**config.mk**
```make
export PLATFORM = sky130hd
export DESIGN_NAME = uart_vip_rx_deserializer
export DESIGN_NICKNAME = d
export VERILOG_FILES = /design/src/rtl/uart_vip_rx_deserializer_pkg.sv /design/src/rtl/uart_vip_rx_deserializer_bit_timer.sv /design/src/rtl/uart_vip_rx_deserializer.sv
export SDC_FILE = /design/constraint.sdc
export NUM_CORES = 1
export LEC_CHECK = 0
export ABC_AREA = 0
export BUFFER_PORTS_ARGS = -buffer_cell sky130_fd_sc_hd__buf_2
export CAP_MARGIN = 10
export CELL_PAD_IN_SITES_DETAIL_PLACEMENT = 0
export CELL_PAD_IN_SITES_GLOBAL_PLACEMENT = 1
export CORE_UTILIZATION = 45
export CTS_BUF_LIST = sky130_fd_sc_hd__clkbuf_4 sky130_fd_sc_hd__clkbuf_8
export CTS_CLUSTER_DIAMETER = 80
export DETAILED_ROUTE_END_ITERATION = 10
export GPL_TIMING_DRIVEN = 0
export PLACE_DENSITY = 0.8
export RECOVER_POWER = 50
export SLEW_MARGIN = 20
export SYNTH_ARGS = -nofsm -noshare
export SYNTH_HDL_FRONTEND = slang
export SYNTH_SLANG_ARGS = --single-unit
```
**constraint.sdc**
```tcl
create_clock -name sys_clk_i -period 3 [get_ports sys_clk_i]
set_clock_uncertainty 0.05 [all_clocks]
set_input_delay 0.6 -clock sys_clk_i [delete_from_list [all_inputs] [get_ports sys_clk_i]]
set_output_delay 0.6 -clock sys_clk_i [all_outputs]
set_load 0.01 [all_outputs]
```
**src/rtl/uart_vip_rx_deserializer_pkg.sv**
```systemverilog
// Shared types and helpers for the UART VIP receive and transmit paths.
// Holds the frame state encoding, the captured configuration and the character-length mapping.
package uart_vip_pkg;

   localparam int MIN_DIV   = 3;
   localparam int CFG_DIV_W = 16;

   typedef enum logic [2:0] {
      ST_IDLE   = 3'd0,
      ST_START  = 3'd1,
      ST_DATA   = 3'd2,
      ST_PARITY = 3'd3,
      ST_STOP1  = 3'd4,
      ST_STOP2  = 3'd5
   } rx_state_e;

   typedef struct packed {
      logic [CFG_DIV_W-1:0] div;
      logic [1:0]           bits;
      logic                 parity_en;
      logic                 parity_odd;
      logic                 stop2;
   } uart_cfg_t;

   // 00..11 select 5..8 data bits.
   function automatic logic [3:0] data_bit_count(input logic [1:0] bits);
      return 4'd5 + {2'b00, bits};
   endfunction

endpackage

```
**src/rtl/uart_vip_rx_deserializer_bit_timer.sv**
```systemverilog
// Loadable bit-period down-counter. Fires a one-cycle strobe at zero and reloads the period.
// The load port sets the half-period phase at frame start; the serializer reuses it unchanged.
module uart_bit_timer #(
   parameter int W = 16
) (
   input  logic         i_clk,
   input  logic         i_rst,
   input  logic         i_load,
   input  logic [W-1:0] i_load_val,
   input  logic         i_run,
   input  logic [W-1:0] i_period,
   output logic         o_strobe
);

   logic [W-1:0] r_cnt;

   assign o_strobe = i_run && (r_cnt == '0);

   always_ff @(posedge i_clk) begin
      if (i_rst) begin
         r_cnt <= '0;
      end else if (i_load) begin
         r_cnt <= i_load_val;
      end else if (o_strobe) begin
         r_cnt <= i_period;
      end else if (i_run) begin
         r_cnt <= r_cnt - W'(1);
      end
   end

endmodule

```
**src/rtl/uart_vip_rx_deserializer.sv**
```systemverilog
// UART frame receiver: synchronizes the serial line, recovers one character per frame with
// parity/framing status and presents it on a valid/ready port with overflow reporting.
module uart_vip_rx_deserializer
   import uart_vip_pkg::*;
#(
   parameter int DIV_W  = 16,
   parameter int DATA_W = 8
) (
   input  logic              sys_clk_i,
   input  logic              rst_i,
   input  logic              uart_rx_i,
   input  logic              cfg_en_i,
   input  logic [DIV_W-1:0]  cfg_div_i,
   input  logic [1:0]        cfg_bits_i,
   input  logic              cfg_parity_en_i,
   input  logic              cfg_parity_odd_i,
   input  logic              cfg_stop2_i,
   output logic [DATA_W-1:0] data_o,
   output logic              valid_o,
   input  logic              ready_i,
   output logic              parity_err_o,
   output logic              frame_err_o,
   output logic              overflow_o,
   output logic              busy_o,
   output logic [2:0]        dbg_state_o
);

   // Output handshake: a character is transferred in every cycle where valid_o and ready_i
   // are both high; valid_o is registered, and data_o/flags hold while valid_o && !ready_i.

   localparam int IDX_W = $clog2(DATA_W);

   rx_state_e          r_state;
   rx_state_e          w_state_nxt;
   uart_cfg_t          r_cfg;
   logic               r_sync1;
   logic               r_rx_s;
   logic               r_rx_prev;
   logic [IDX_W-1:0]   r_idx;
   logic [DATA_W-1:0]  r_shift;
   logic               r_par_err;
   logic               r_frm_err;
   logic               r_deliver;
   logic               r_valid;
   logic [DATA_W-1:0]  r_data;
   logic               r_pe_out;
   logic               r_fe_out;
   logic               r_ovf;

   logic               w_fall;
   logic               w_strobe;
   logic [DIV_W-1:0]   w_div_e_in;
   logic [DIV_W-1:0]   w_half;
   logic [3:0]         w_nbits;
   logic               w_start;
   logic               w_shift;
   logic               w_par_chk;
   logic               w_stop_chk;
   logic               w_done;

   assign w_fall     = r_rx_prev && !r_rx_s;
   assign w_div_e_in = (cfg_div_i < DIV_W'(MIN_DIV)) ? DIV_W'(MIN_DIV) : cfg_div_i;
   // (div_e + 1) >> 1 without widening: the first strobe lands mid start bit.
   assign w_half     = (w_div_e_in >> 1) + {{(DIV_W-1){1'b0}}, w_div_e_in[0]};
   assign w_nbits    = data_bit_count(r_cfg.bits);

   uart_bit_timer #(
      .W (DIV_W)
   ) u_timer (
      .i_clk      (sys_clk_i),
      .i_rst      (rst_i),
      .i_load     (w_start),
      .i_load_val (w_half),
      .i_run      (r_state != ST_IDLE),
      .i_period   (r_cfg.div[DIV_W-1:0]),
      .o_strobe   (w_strobe)
   );

   always_ff @(posedge sys_clk_i) begin
      if (rst_i) begin
         r_state <= ST_IDLE;
      end else begin
         r_state <= w_state_nxt;
      end
   end

   always_comb begin
      w_state_nxt = r_state;
      w_start     = 1'b0;
      w_shift     = 1'b0;
      w_par_chk   = 1'b0;
      w_stop_chk  = 1'b0;
      w_done      = 1'b0;
      if ((r_state != ST_IDLE) && !cfg_en_i) begin
         w_state_nxt = ST_IDLE;
      end else begin
         case (r_state)
            ST_IDLE: begin
               if (cfg_en_i && w_fall) begin
                  w_start     = 1'b1;
                  w_state_nxt = ST_START;
               end
            end
            ST_START: begin
               if (w_strobe) begin
                  w_state_nxt = r_rx_s ? ST_IDLE : ST_DATA;
               end
            end
            ST_DATA: begin
               if (w_strobe) begin
                  w_shift = 1'b1;
                  if (4'(r_idx) == (w_nbits - 4'd1)) begin
                     w_state_nxt = r_cfg.parity_en ? ST_PARITY : ST_STOP1;
                  end
               end
            end
            ST_PARITY: begin
               if (w_strobe) begin
                  w_par_chk   = 1'b1;
                  w_state_nxt = ST_STOP1;
               end
            end
            ST_STOP1: begin
               if (w_strobe) begin
                  w_stop_chk = 1'b1;
                  if (r_cfg.stop2) begin
                     w_state_nxt = ST_STOP2;
                  end else begin
                     w_state_nxt = ST_IDLE;
                     w_done      = 1'b1;
                  end
               end
            end
            ST_STOP2: begin
               if (w_strobe) begin
                  w_stop_chk  = 1'b1;
                  w_state_nxt = ST_IDLE;
                  w_done      = 1'b1;
               end
            end
            default: w_state_nxt = ST_IDLE;
         endcase
      end
   end

   always_ff @(posedge sys_clk_i) begin
      if (rst_i) begin
         r_sync1   <= 1'b1;
         r_rx_s    <= 1'b1;
         r_rx_prev <= 1'b1;
         r_cfg     <= '0;
         r_idx     <= '0;
         r_shift   <= '0;
         r_par_err <= 1'b0;
         r_frm_err <= 1'b0;
         r_deliver <= 1'b0;
         r_valid   <= 1'b0;
         r_data    <= '0;
         r_pe_out  <= 1'b0;
         r_fe_out  <= 1'b0;
         r_ovf     <= 1'b0;
      end else begin
         r_sync1   <= uart_rx_i;
         r_rx_s    <= r_sync1;
         r_rx_prev <= r_rx_s;
         if (w_start) begin
            r_cfg.div        <= CFG_DIV_W'(w_div_e_in);
            r_cfg.bits       <= cfg_bits_i;
            r_cfg.parity_en  <= cfg_parity_en_i;
            r_cfg.parity_odd <= cfg_parity_odd_i;
            r_cfg.stop2      <= cfg_stop2_i;
            r_idx            <= '0;
            r_shift          <= '0;
            r_par_err        <= 1'b0;
            r_frm_err        <= 1'b0;
         end
         if (w_shift) begin
            r_shift[r_idx] <= r_rx_s;
            r_idx          <= r_idx + IDX_W'(1);
         end
         // Unused MSBs of r_shift are zero, so reducing the whole vector is safe.
         if (w_par_chk) begin
            r_par_err <= (^r_shift) ^ r_rx_s ^ r_cfg.parity_odd;
         end
         if (w_stop_chk && !r_rx_s) begin
            r_frm_err <= 1'b1;
         end
         r_deliver <= w_done;
         r_ovf     <= 1'b0;
         if (r_deliver) begin
            if (!r_valid || ready_i) begin
               r_valid  <= 1'b1;
               r_data   <= r_shift;
               r_pe_out <= r_par_err;
               r_fe_out <= r_frm_err;
            end else begin
               r_ovf <= 1'b1;
            end
         end else if (ready_i) begin
            r_valid <= 1'b0;
         end
      end
   end

   assign data_o       = r_data;
   assign valid_o      = r_valid;
   assign parity_err_o = r_pe_out;
   assign frame_err_o  = r_fe_out;
   assign overflow_o   = r_ovf;
   assign busy_o       = (r_state != ST_IDLE);
   assign dbg_state_o  = r_state;

endmodule

```
==> reports/qor.tcl, run 1 <==
set qor(grt_setup_unrepaired) {false}
set qor(num_rows) 32
set qor(postSynthCellCount) 447
set qor(report.final.slew_viol_count) 0
set qor(setup_tns_ns) 0
set qor(crit_required_ns) 3.22
set qor(layoutNonFillerInstCount) 603
set qor(timing.final.crit_period_ns) 2.73
set qor(drc) 0
set qor(core_area_sq_um) 7810
set qor(ys_top_cells_by_area) {dfxtp_1 37%, mux2i_1 7.3%, nand2_1 6.5%}
set qor(timing.hold.worst.start) {r_sync1}
set qor(synthesis.area_sq_um) 3690
set qor(dr.first_iter.drc_count) 219
set qor(fp.dieArea_sq_um) 8560
set qor(place.gp.congestion) 0.856
set qor(cellPowerDensity_nw_per_um2) 938
set qor(dominantRegCellSynth) {dfxtp_1}
set qor(root_buffer_selected_by_cts) {clkbuf_8}
set qor(finalNetCount) 527
set qor(cts_hold_buffers) 0
set qor(hpwl_reported_at_the_end_of_detailed_placement_mm) 7.18
set qor(initial_utilization_pct) 47.2
set qor(ys_seq_area_share_pct) 37.5
set qor(num_io_pins) 42
set qor(grt_remaining_overflow) 0
set qor(async_flop_share_pct) 0
set qor(min_path_cells) 1
set qor(grt_pass1_wl_mm) 16.3
set qor(yosysUniqueCellTypes) 61
set qor(numPortBuffers) 39
set qor(cap_viol_max_count) 0
set qor(hold_viol) 0
set qor(met3WireLength_um) 564
set qor(synthToLayoutAreaGrowth_pct) 13.1
set qor(hold_path.class) {flip-flop to flip-flop}
set qor(vias_per_cell) 5.59
set qor(drive_gt1_share_pct) 11.4
set qor(synth_edf_count) 0
set qor(dpl.cell_count) 588
set qor(synth.ff_latch_count) 69
set qor(met2_wirelength_mm) 4.24
set qor(worstSetupPathType) {input pin to flip-flop}
set qor(timing.max_slew.rel_slack_pct) 33.6
set qor(worst_r2r_startpoint) {u_timer.r_cnt[7]}
set qor(crit-reg2reg-capture) {r_shift[0]}
set qor(irDropWorstVdd_mv) 0.432
set qor(synth_nets) 477
set qor(clock_insertion_delay_worst_skew_ns) 0.34
set qor(cts-buffers-inserted) 9
set qor(clock.fmax_mhz) 366
set qor(status) {completed}
set qor(drt-met1-wl_mm) 4.99
set qor(detail-route-antenna-nets) 0
set qor(worstSetupStartpointType) {input pin}
set qor(arrival_time_worst_endpoint_ns) 2.95
set qor(max-clock-path-buffers) 2
set qor(global_route.usage.total_pct) 24.8
set qor(worstRegToRegCells) 6
set qor(timing.final.crit_share_pct) 91.1
set qor(critical_path.max_fanout) 5
set qor(insertedDiodeCount) 0
set qor(ff2ff_setup_slack_ns) 0.33
set qor(ctsResizeCount) 0
set qor(clk_pin_slew_worst_paths_ns) 0.08
set qor(die_h_um) 92.5
set qor(detailroute.via_count) 3368
set qor(fp.dieW_um) 92.5
set qor(drtPass1Iterations) 4
set qor(post_route_wl_mm) 9.90
set qor(setup_viol) 0
set qor(postLayoutCoreUtil_pct) 53.4
set qor(maximum_number_of_pins_on_one_net_before_global_route_repair) 13
set qor(cts_post_setup_buffers_inserted) 0
set qor(power.leakage_nw) 1.66
set qor(maxUsedRoutingLayer) {met4}
set qor(cp-end-kind) {flip-flop}
set qor(cts_htree_levels) 3
set qor(holdPathEnd) {r_rx_s}
set qor(cts_num_sinks) 69
set qor(post-synth-top-area-cell) {dfxtp_1}
set qor(first_global_vias) 3167
set qor(ys_warn_count) 0
set qor(synthesis.area_per_instance_sq_um) 8.25
set qor(avgRoutedWirePerCell_um) 16.4
set qor(tritoncts) {done}
set qor(grt_antenna_before_repair) 0
set qor(tightest_slew_ns) 0.986
set qor(synth.top_cell.area_share_pct) 37.5
==> worst max path at each step <==
stage                          start                 to  slack, ns  depth (start not counted)
floorplan               cfg_div_i[8]  u_timer.r_cnt[13]       0.40                         10
global placement        cfg_div_i[6]  u_timer.r_cnt[10]      -0.01                         11
detailed placement      cfg_div_i[8]  u_timer.r_cnt[13]      -0.06                         10
CTS                     cfg_div_i[8]  u_timer.r_cnt[13]       0.31                         10
global route        u_timer.r_cnt[7]         r_shift[7]       0.08                          6
finish                  cfg_div_i[6]  u_timer.r_cnt[13]       0.27                         10
==> synth_stat cells (3+ instances only) <==
| library cell | count |
|---|---|
| clkbuf_1 | 16 |
| nand4_1 | 5 |
| o22ai_1 | 6 |
| a21oi_1 | 38 |
| nand3b_1 | 4 |
| nor3_1 | 11 |
| buf_1 | 3 |
| mux2i_1 | 27 |
| nand3_1 | 18 |
| nor2_1 | 44 |
| a211oi_1 | 3 |
| nor4_1 | 8 |
| o211ai_1 | 7 |
| nand2b_1 | 8 |
| xor2_1 | 8 |
| and3_1 | 5 |
| or2_2 | 3 |
| o21ai_0 | 8 |
| inv_1 | 8 |
| dfxtp_1 | 69 |
| nor2b_1 | 4 |
| nand2_1 | 64 |
| or3_1 | 7 |
| ha_1 | 4 |
| buf_2 | 5 |
| xnor2_1 | 21 |
==> per-stage QoR <==
| stage | hold slack [ns] | worst slack, ns | total power, mW | cell area [sq um] |
|---|---|---|---|---|
| floorplan | 0.339 | 0.404 | 2.68 | 3690 |
| global placement | 0.344 | -0.0117 | 3.10 | 4010 |
| detailed placement | 0.353 | -0.0638 | 3.13 | 4010 |
| CTS | 0.372 | 0.315 | 3.97 | 4220 |
| global route | 0.374 | 0.0759 | 4.18 | 4170 |
| finish | 0.371 | 0.266 | 3.91 | 4170 |
==> cells by family (layout without fill, tap and decap cells) <==
group           Yosys count  in the layout  share of synthesized area, %
compound gates           80             80                          13.5
xor+xnor                 30             30                          7.50
fa+ha+maj                 4              4                          1.36
buf+inv                  36             90                          4.51
flops                    69             69                          37.5
mux                      29             29                          8.04
simple gates            199            199                          27.6
==> registers in the layout, summed over array words and instances (netlist names) <==
register	cells
r_par_err	1
r_frm_err	1
u_timer.r_cnt	16
r_rx_s	1
frame_err_o	1
r_sync1	1
r_cfg	21
overflow_o	1
r_shift	8
dbg_state_o	3
r_idx	3
data_o	8
r_deliver	1
r_rx_prev	1
valid_o	1
parity_err_o	1
==> per-layer routing <==
layer | vias to the layer above | global-route usage, %
li1 | 1667 | -
met1 | 1579 | 36.3
met2 | 112 | 36.9
met3 | 10 | 4.27
met4 | 0 | 7.29
met5 | - | 0
==> cell usage in the layout, fill, tap and decap left out, drive strengths merged, types with 5 or more instances in the layout <==
master | netlist | layout
a21oi | 38 | 38
and3 | 5 | 5
buf | 11 | 31
clkbuf | 17 | 45
dfxtp | 69 | 69
inv | 8 | 9
mux2i | 27 | 27
nand2 | 65 | 65
nand2b | 8 | 8
nand3 | 18 | 18
nand4 | 7 | 7
nor2 | 44 | 44
nor3 | 12 | 12
nor4 | 9 | 9
o211ai | 7 | 7
o21ai | 8 | 8
o22ai | 6 | 6
or3 | 7 | 7
xnor2 | 21 | 21
xor2 | 8 | 8
==> layout make-up <==
class,instances,area [sq um]
Fill cell,779,3640
Clock inverter,6,87.6
Multi-Input combinational cell,342,2110
Tap cell,102,128
Clock buffer,9,124
Inverter,8,30.0
Sequential cell,69,1380
Buffer,28,133
Timing Repair Buffer,39,175
==> where the power goes <==
part           switching [mW]  internal [mW]
combinational            1.10          0.818
sequential              0.131           1.02
clock                   0.374          0.465
==> worst max-delay path, cell delays in order <==
cell and delay (ns):
buf_2 0.14, nor4_1 0.35, nand4_1 0.25, nand2b_1 0.19, ha_1 0.20, and3_1 0.30, nand4_2 0.20, or3_1 0.39
a31o_2 0.23, o22ai_1 0.11
No activity file was read; power rests on OpenSTA's default activity.
==> inputs of run 2 (changes only) <==
--- a/config.mk
+++ b/config.mk
@@ -15,8 +15,10 @@
 export CTS_CLUSTER_DIAMETER = 80
 export DETAILED_ROUTE_END_ITERATION = 10
 export GPL_TIMING_DRIVEN = 0
+export MAX_ROUTING_LAYER = met4
 export PLACE_DENSITY = 0.8
 export RECOVER_POWER = 50
+export SKIP_CTS_REPAIR_TIMING = 1
 export SLEW_MARGIN = 20
 export SYNTH_ARGS = -nofsm -noshare
 export SYNTH_HDL_FRONTEND = slang
==> constraint.sdc (replaced) <==
create_clock -name sys_clk_i -period 3 [get_ports sys_clk_i]
set_clock_uncertainty 0.05 [all_clocks]
set_input_delay 0.6 -clock sys_clk_i [delete_from_list [all_inputs] [get_ports sys_clk_i]]
set_output_delay 0.6 -clock sys_clk_i [all_outputs]
set_load 0.02 [all_outputs]
==> run 2 against run 1 <==
  * Register-to-register slack barely moved
  * Count of clock-buffer cells in the layout did not move
  * Flip-flop and latch count did not move
  * Utilization did not move
  * Clock power barely moved
  * Power rose by 0.25%
  * Hold slack improved by 0.00054 ns
  * Non-clock buffer count did not move
  * Critical path type unchanged
  * Largest power group unchanged
==> reports/qor.tcl, run 2 (synthesis gave the netlist of run 1 again) <==
set qor(internal-power_mw) 2.31
set qor(drtPass1Iterations) 5
set qor(grt_antenna_before_repair) 0
set qor(clock_insertion_delay_worst_skew_ns) 0.34
set qor(power.sequential.fraction_pct) 29.4
set qor(power.leakage_nw) 1.66
set qor(dpl.cell_count) 588
set qor(finalNetCount) 527
set qor(most_common_cell_after_layout_fill_and_taps_aside) {dfxtp_1}
set qor(global_route.usage.total_pct) 25.4
set qor(first_global_vias) 3170
set qor(drc) 0
set qor(worstSetupStartpointType) {input pin}
set qor(root_buffer_selected_by_cts) {clkbuf_8}
set qor(numPortBuffers) 39
set qor(fp.dieW_um) 92.5
set qor(tightest_slew_ns) 0.979
set qor(post_route_setup_slack_ns) 0.273
set qor(insertedDiodeCount) 0
set qor(detail-route-antenna-nets) 0
set qor(regMostFlops) {r_cfg}
set qor(grt_remaining_overflow) 0
set qor(num_rows) 32
set qor(fp.dieArea_sq_um) 8560
set qor(worstSetupPathType) {input pin to flip-flop}
set qor(layoutNonFillerInstCount) 603
set qor(place.gp.congestion) 0.870
set qor(num_io_pins) 42
set qor(arrival_time_worst_endpoint_ns) 2.94
set qor(layout_common_cells) {69 x dfxtp_1, 65 x nand2_1, 44 x nor2_1, 38 x a21oi_1, 35 x clkbuf_1}
set qor(switching_power_mw) 1.61
set qor(max-clock-path-buffers) 2
set qor(hold_viol) 0
set qor(core_area_sq_um) 7810
set qor(cellPowerDensity_nw_per_um2) 940
set qor(drive_gt1_share_pct) 11.4
set qor(timing.final.crit_period_ns) 2.73
set qor(ff2ff_setup_slack_ns) 0.34
set qor(switching_share_pct) 41.2
set qor(timing.final.crit_share_pct) 90.9
set qor(comb_power_share_pct) 49.2
set qor(hold_path.class) {flip-flop to flip-flop}
set qor(cts_num_sinks) 69
set qor(pre_cts_slack_ns) -0.0638
set qor(n_fill_cell) 779
set qor(grt_setup_unrepaired) {false}
set qor(initial_utilization_pct) 47.2
set qor(detailroute.via_count) 3364
set qor(critical_path.max_fanout) 5
set qor(irDropWorstVdd_mv) 0.431
set qor(grt_pass1_wl_mm) 16.3
set qor(timing.max_slew.rel_slack_pct) 34.1
set qor(maximum_number_of_pins_on_one_net_before_global_route_repair) 13
set qor(reg_top3) {r_cfg (21), u_timer.r_cnt (16)}
set qor(die_h_um) 92.5
set qor(synthToLayoutAreaGrowth_pct) 13.1
set qor(setup_viol) 0
set qor(vias_per_cell) 5.58
set qor(clock.fmax_mhz) 367
set qor(power.total_mw) 3.92
set qor(avgRoutedWirePerCell_um) 16.4
set qor(clk_pin_slew_worst_paths_ns) 0.08
set qor(cts_htree_levels) 3
set qor(status) {completed}
set qor(crit_required_ns) 3.21
set qor(tritoncts) {done}
set qor(hpwl_reported_at_the_end_of_detailed_placement_mm) 7.18
set qor(cts-buffers-inserted) 9
set qor(largest_register_ff_count) 21
set qor(power.clock.fraction_pct) 21.3
set qor(post_route_wl_mm) 9.88
set qor(cp-end-kind) {flip-flop}
set qor(dr.first_iter.drc_count) 242
set qor(cap_viol_max_count) 0
set qor(report.final.slew_viol_count) 0
run 2: cell counts in the layout (fill, tap and decap cells not counted):
No cell type changed its count.
run 2: critical path: stages:
cell and delay, ns:
buf_2 0.14, nor4_1 0.35, nand4_1 0.25, nand2b_1 0.19, ha_1 0.20, ha_1 0.30
and4_1 0.28, nand3_1 0.10, xor2_1 0.16, a211o_1 0.31, o31ai_1 0.06
run 2: worst paths after layout:
| path | start | to | cells past startpoint |
|---|---|---|---|
| setup / recovery | cfg_div_i[6] | u_timer.r_cnt[10] | 11 |
| hold / removal | r_sync1 | r_rx_s | 1 |
| setup reg to reg | u_timer.r_cnt[7] | r_shift[0] | 6 |
| hold reg to reg | r_sync1 | r_rx_s | 1 |
run 2: per-layer routing:
metal	track usage [%]	vias to the layer above	wire length (um)	share of wire, %
li1	-	1669	-	-
met1	36.2	1563	4930	50
met2	37.0	119	4220	43
met3	4.27	13	615	6.2
met4	7.29	0	112	1.1
met5	-	-	0	0
run 2: cell type report:
cell class	count	area, sq um	share of cell area [%]
Clock buffer	9	124	2.97
Timing Repair Buffer	39	175	4.20
Buffer	28	133	3.18
Inverter	8	30.0	0.720
Tap cell	102	128	3.06
Sequential cell	69	1380	33.1
Clock inverter	6	87.6	2.10
Multi-Input combinational cell	342	2110	50.7
run 2: power groups by stage:
stage                     Sequential [mW]  Combinational (mW)  Clock, mW
after floorplan                      1.16                1.53          0
after global placement               1.18                1.94          0
after detailed placement             1.18                1.97          0
after CTS                            1.16                1.97      0.851
after global routing                 1.17                2.14      0.891
final                                1.15                1.93      0.837
run 2: through the flow:
step / cell area (sq um) / setup TNS [ns] / util (%) / hold slack, ns
after floorplan: 3690 / 0 / - / 0.339
after global placement: 4010 / -0.0126 / 51.4 / 0.344
after detailed placement: 4010 / -0.130 / 51.4 / 0.353
after CTS: 4220 / 0 / 54.1 / 0.372
after global routing: 4170 / 0 / 53.4 / 0.373
final: 4170 / 0 / 53.4 / 0.372
==> inputs of run 3 (changes only) <==
--- a/config.mk
+++ b/config.mk
@@ -5,18 +5,18 @@
 export SDC_FILE = /design/constraint.sdc
 export NUM_CORES = 1
 export LEC_CHECK = 0
-export ABC_AREA = 0
+export ABC_AREA = 1
 export BUFFER_PORTS_ARGS = -buffer_cell sky130_fd_sc_hd__buf_2
 export CAP_MARGIN = 10
 export CELL_PAD_IN_SITES_DETAIL_PLACEMENT = 0
 export CELL_PAD_IN_SITES_GLOBAL_PLACEMENT = 1
-export CORE_UTILIZATION = 45
+export CORE_UTILIZATION = 44
 export CTS_BUF_LIST = sky130_fd_sc_hd__clkbuf_4 sky130_fd_sc_hd__clkbuf_8
 export CTS_CLUSTER_DIAMETER = 80
 export DETAILED_ROUTE_END_ITERATION = 10
 export GPL_TIMING_DRIVEN = 0
 export MAX_ROUTING_LAYER = met4
-export PLACE_DENSITY = 0.8
+export PLACE_DENSITY = 0.82
 export RECOVER_POWER = 50
 export SKIP_CTS_REPAIR_TIMING = 1
 export SLEW_MARGIN = 20
==> run 3 against run 2 <==
  * The run now ends with design-rule violations left
  * Synthesized cell count rose by 36%
  * Combinational power is 2% higher
  * Count of clock-buffer cells in the layout unchanged
  * Via count up 23%
  * Utilization shrank 1.7 points
  * Critical path type unchanged
  * Highest routed layer unchanged
==> reports/qor.tcl, run 3 <==
set qor(dpl.cell_count) 757
set qor(multi_input_comb_area_sq_um) 2270
set qor(num_io_pins) 42
set qor(synthesis.area_per_instance_sq_um) 6.64
set qor(insertedDiodeCount) 0
set qor(post-synth-top-area-cell) {dfxtp_1}
set qor(numPortBuffers) 41
set qor(critical_path.max_fanout) 6
set qor(timing.final.crit_period_ns) 2.73
set qor(tritoncts) {done}
set qor(die_h_um) 97.8
set qor(worstRegToRegCells) 8
set qor(cap_viol_max_count) 0
set qor(detailroute.via_count) 4142
set qor(fp.dieW_um) 97.8
set qor(worstSetupStartpoint) {cfg_div_i[10]}
set qor(critical_path.most_common_cell) {nand2_1}
set qor(switching_share_pct) 45.9
set qor(ys_top_cells_by_area) {dfxtp_1 34%, nand2_1 9.3%, nor2_1 8.5%}
set qor(drive_gt1_share_pct) 14.0
set qor(max-clock-path-buffers) 2
set qor(yosysUniqueCellTypes) 34
set qor(worst_r2r_startpoint) {dbg_state_o[0]}
set qor(ys_seq_area_share_pct) 34.2
set qor(setup_viol) 0
set qor(report.final.slew_viol_count) 0
set qor(avgRoutedWirePerCell_um) 15.0
set qor(cts-buffers-inserted) 9
set qor(clock_insertion_delay_worst_skew_ns) 0.35
set qor(finalNetCount) 690
set qor(worstSetupStartpointType) {input pin}
set qor(status) {finished with violations}
set qor(largest_register_ff_count) 21
set qor(arrival_time_worst_endpoint_ns) 2.94
set qor(grt_setup_unrepaired) {false}
set qor(synth_nets) 638
set qor(power.clock.fraction_pct) 20.8
set qor(irDropWorstVdd_mv) 0.325
set qor(hold_viol) 0
set qor(pre_cts_slack_ns) -0.180
set qor(num_rows) 34
set qor(global_route.usage.total_pct) 25.9
set qor(vias_per_cell) 5.37
set qor(drtPass1Iterations) 7
set qor(core_area_sq_um) 8810
set qor(power.total_mw) 4.04
set qor(timing.max_slew.rel_slack_pct) 48.5
set qor(timing.critical_path.max_delay_family) {simple AND/OR/NAND/NOR gates}
set qor(worstSetupPathDepth) 17
set qor(fp.dieArea_sq_um) 9560
set qor(yosysMostFrequentCell) {nand2_1}
set qor(power.sequential.fraction_pct) 30.5
set qor(first_global_vias) 3742
set qor(failed_checks) {design-rule violations}
set qor(grt_antenna_before_repair) 0
set qor(maximum_number_of_pins_on_one_net_before_global_route_repair) 13
set qor(post_route_setup_slack_ns) 0.273
set qor(grt_remaining_overflow) 0
set qor(cts_num_sinks) 69
set qor(critical_path.max_stage_delay_ns) 0.22
set qor(root_buffer_selected_by_cts) {clkbuf_8}
set qor(synth.ff_latch_count) 69
set qor(cp-end-kind) {flip-flop}
set qor(clk_pin_slew_worst_paths_ns) 0.08
set qor(layoutNonFillerInstCount) 772
set qor(synthesis.area_sq_um) 4040
set qor(synth.top_cell.area_share_pct) 34.2
set qor(async_flop_share_pct) 0
set qor(post_route_worst_hold_slack_ns) 0.362
set qor(crit_required_ns) 3.21
set qor(tightest_slew_ns) 0.770
set qor(dr.first_iter.drc_count) 227
set qor(clock.fmax_mhz) 367
set qor(critPathBufInv) 3
set qor(place.gp.congestion) 0.871
set qor(cts_htree_levels) 3
set qor(hold_path.class) {flip-flop to flip-flop}
set qor(timing.final.crit_share_pct) 90.9
set qor(critical_path.cell_chain) {buf_2, inv_1, nand4_1, nor2_1, o2111ai_1, nand2_1, ha_1, ha_1, nand2_1, nor2_4, nand2_1, nor2_2, nand4_1, a21oi_1, nand3_1, nand2_1, inv_1}
set qor(comb_power_share_pct) 48.7
set qor(critical-path-slowest-cell) {ha_1}
set qor(detail-route-antenna-nets) 0
set qor(internal-power_mw) 2.19
set qor(post_route_wl_mm) 11.6
set qor(n_fill_cell) 945
set qor(yosys-top-cells-count) {100 x nand2_1, 91 x nor2_1, 69 x dfxtp_1}
set qor(synth_edf_count) 0
set qor(grt_pass1_wl_mm) 18.8
set qor(timing.hold.worst.start) {r_sync1}
set qor(initial_utilization_pct) 45.8
set qor(dominantRegCellSynth) {dfxtp_1}
set qor(postSynthCellCount) 608
set qor(cellPowerDensity_nw_per_um2) 888
set qor(hpwl_reported_at_the_end_of_detailed_placement_mm) 8.66
set qor(min_path_cells) 1
set qor(regMostFlops) {r_cfg}
set qor(ys_warn_count) 0
set qor(switching_power_mw) 1.86
set qor(worstSetupPathType) {input pin to flip-flop}
set qor(power.leakage_nw) 2.04
set qor(ff_latch_area_sq_um) 1380
set qor(drc) 6
set qor(reg_top3) {r_cfg (21), u_timer.r_cnt (16)}
set qor(most_common_cell_after_layout_fill_and_taps_aside) {nand2_1}
set qor(synthToLayoutAreaGrowth_pct) 12.9
set qor(layout_common_cells) {100 x nand2_1, 91 x nor2_1, 69 x dfxtp_1, 64 x o21ai_0, 61 x inv_1}
==> run 3: final cells by class <==
type                    count  area share (%)
flip-flops and latches     69            30.3
well taps                 108            2.97
plain buffers              23            2.28
multi-input cells         445            49.8
repair buffers             41            4.07
clock buffers               9            2.72
clock inverters             6            1.95
inverters                  71            5.85
==> run 3: per-layer routing <==
metal	global-route usage [%]	part of all wire, %	wire length [um]	up-vias
met4	9.21	1.3	145	0
met2	37.2	42	4820	120
met1	37.4	52	5980	1922
li1	-	-	-	2090
met3	3.15	5.5	639	10
met5	-	0	0	-
==> run 3: power groups by stage <==
stage	combinational [mW]	clock [mW]	sequential, mW
after CTS	1.96	0.852	1.22
after floorplan	1.47	0	1.23
after detailed placement	1.95	0	1.24
after global placement	1.94	0	1.24
after global routing	2.21	0.890	1.25
final	1.97	0.842	1.23
==> run 3: final timing paths <==
path	end	slack (ns)
setup / recovery	u_timer.r_cnt[14]	0.27
hold / removal	r_rx_s	0.36
setup reg to reg	r_cfg[0]	0.45
hold reg to reg	r_rx_s	0.36
==> run 3: worst reg2reg max path, stage by stage (launching register included) <==
cell      delay (ns)
dfxtp_1         0.37
inv_2           0.13
nand3_4         0.11
nor2_1          0.60
clkinv_1        0.19
clkbuf_1        0.30
clkbuf_1        0.37
o21ai_0         0.26
a21oi_1         0.06
==> run 3: cell families after synthesis <==
logic type               count (synthesis)  synth area share, %
AND/OR/NAND/NOR                        298                 33.9
AO/OA/AOI/OAI                          124                 17.0
buffers and inverters                   94                 9.52
flip-flops                              69                 34.2
XOR/XNOR                                19                 4.12
adder cells (fa/ha/maj)                  4                 1.24
==> run 3: metrics by stage <==
stage	utilization (%)	setup TNS (ns)	area, sq um
global placement	49.7	-0.144	4380
floorplan	-	0	4040
detailed placement	49.7	-0.192	4380
finish	51.7	0	4550
CTS	52.1	0	4590
global route	51.7	0	4550
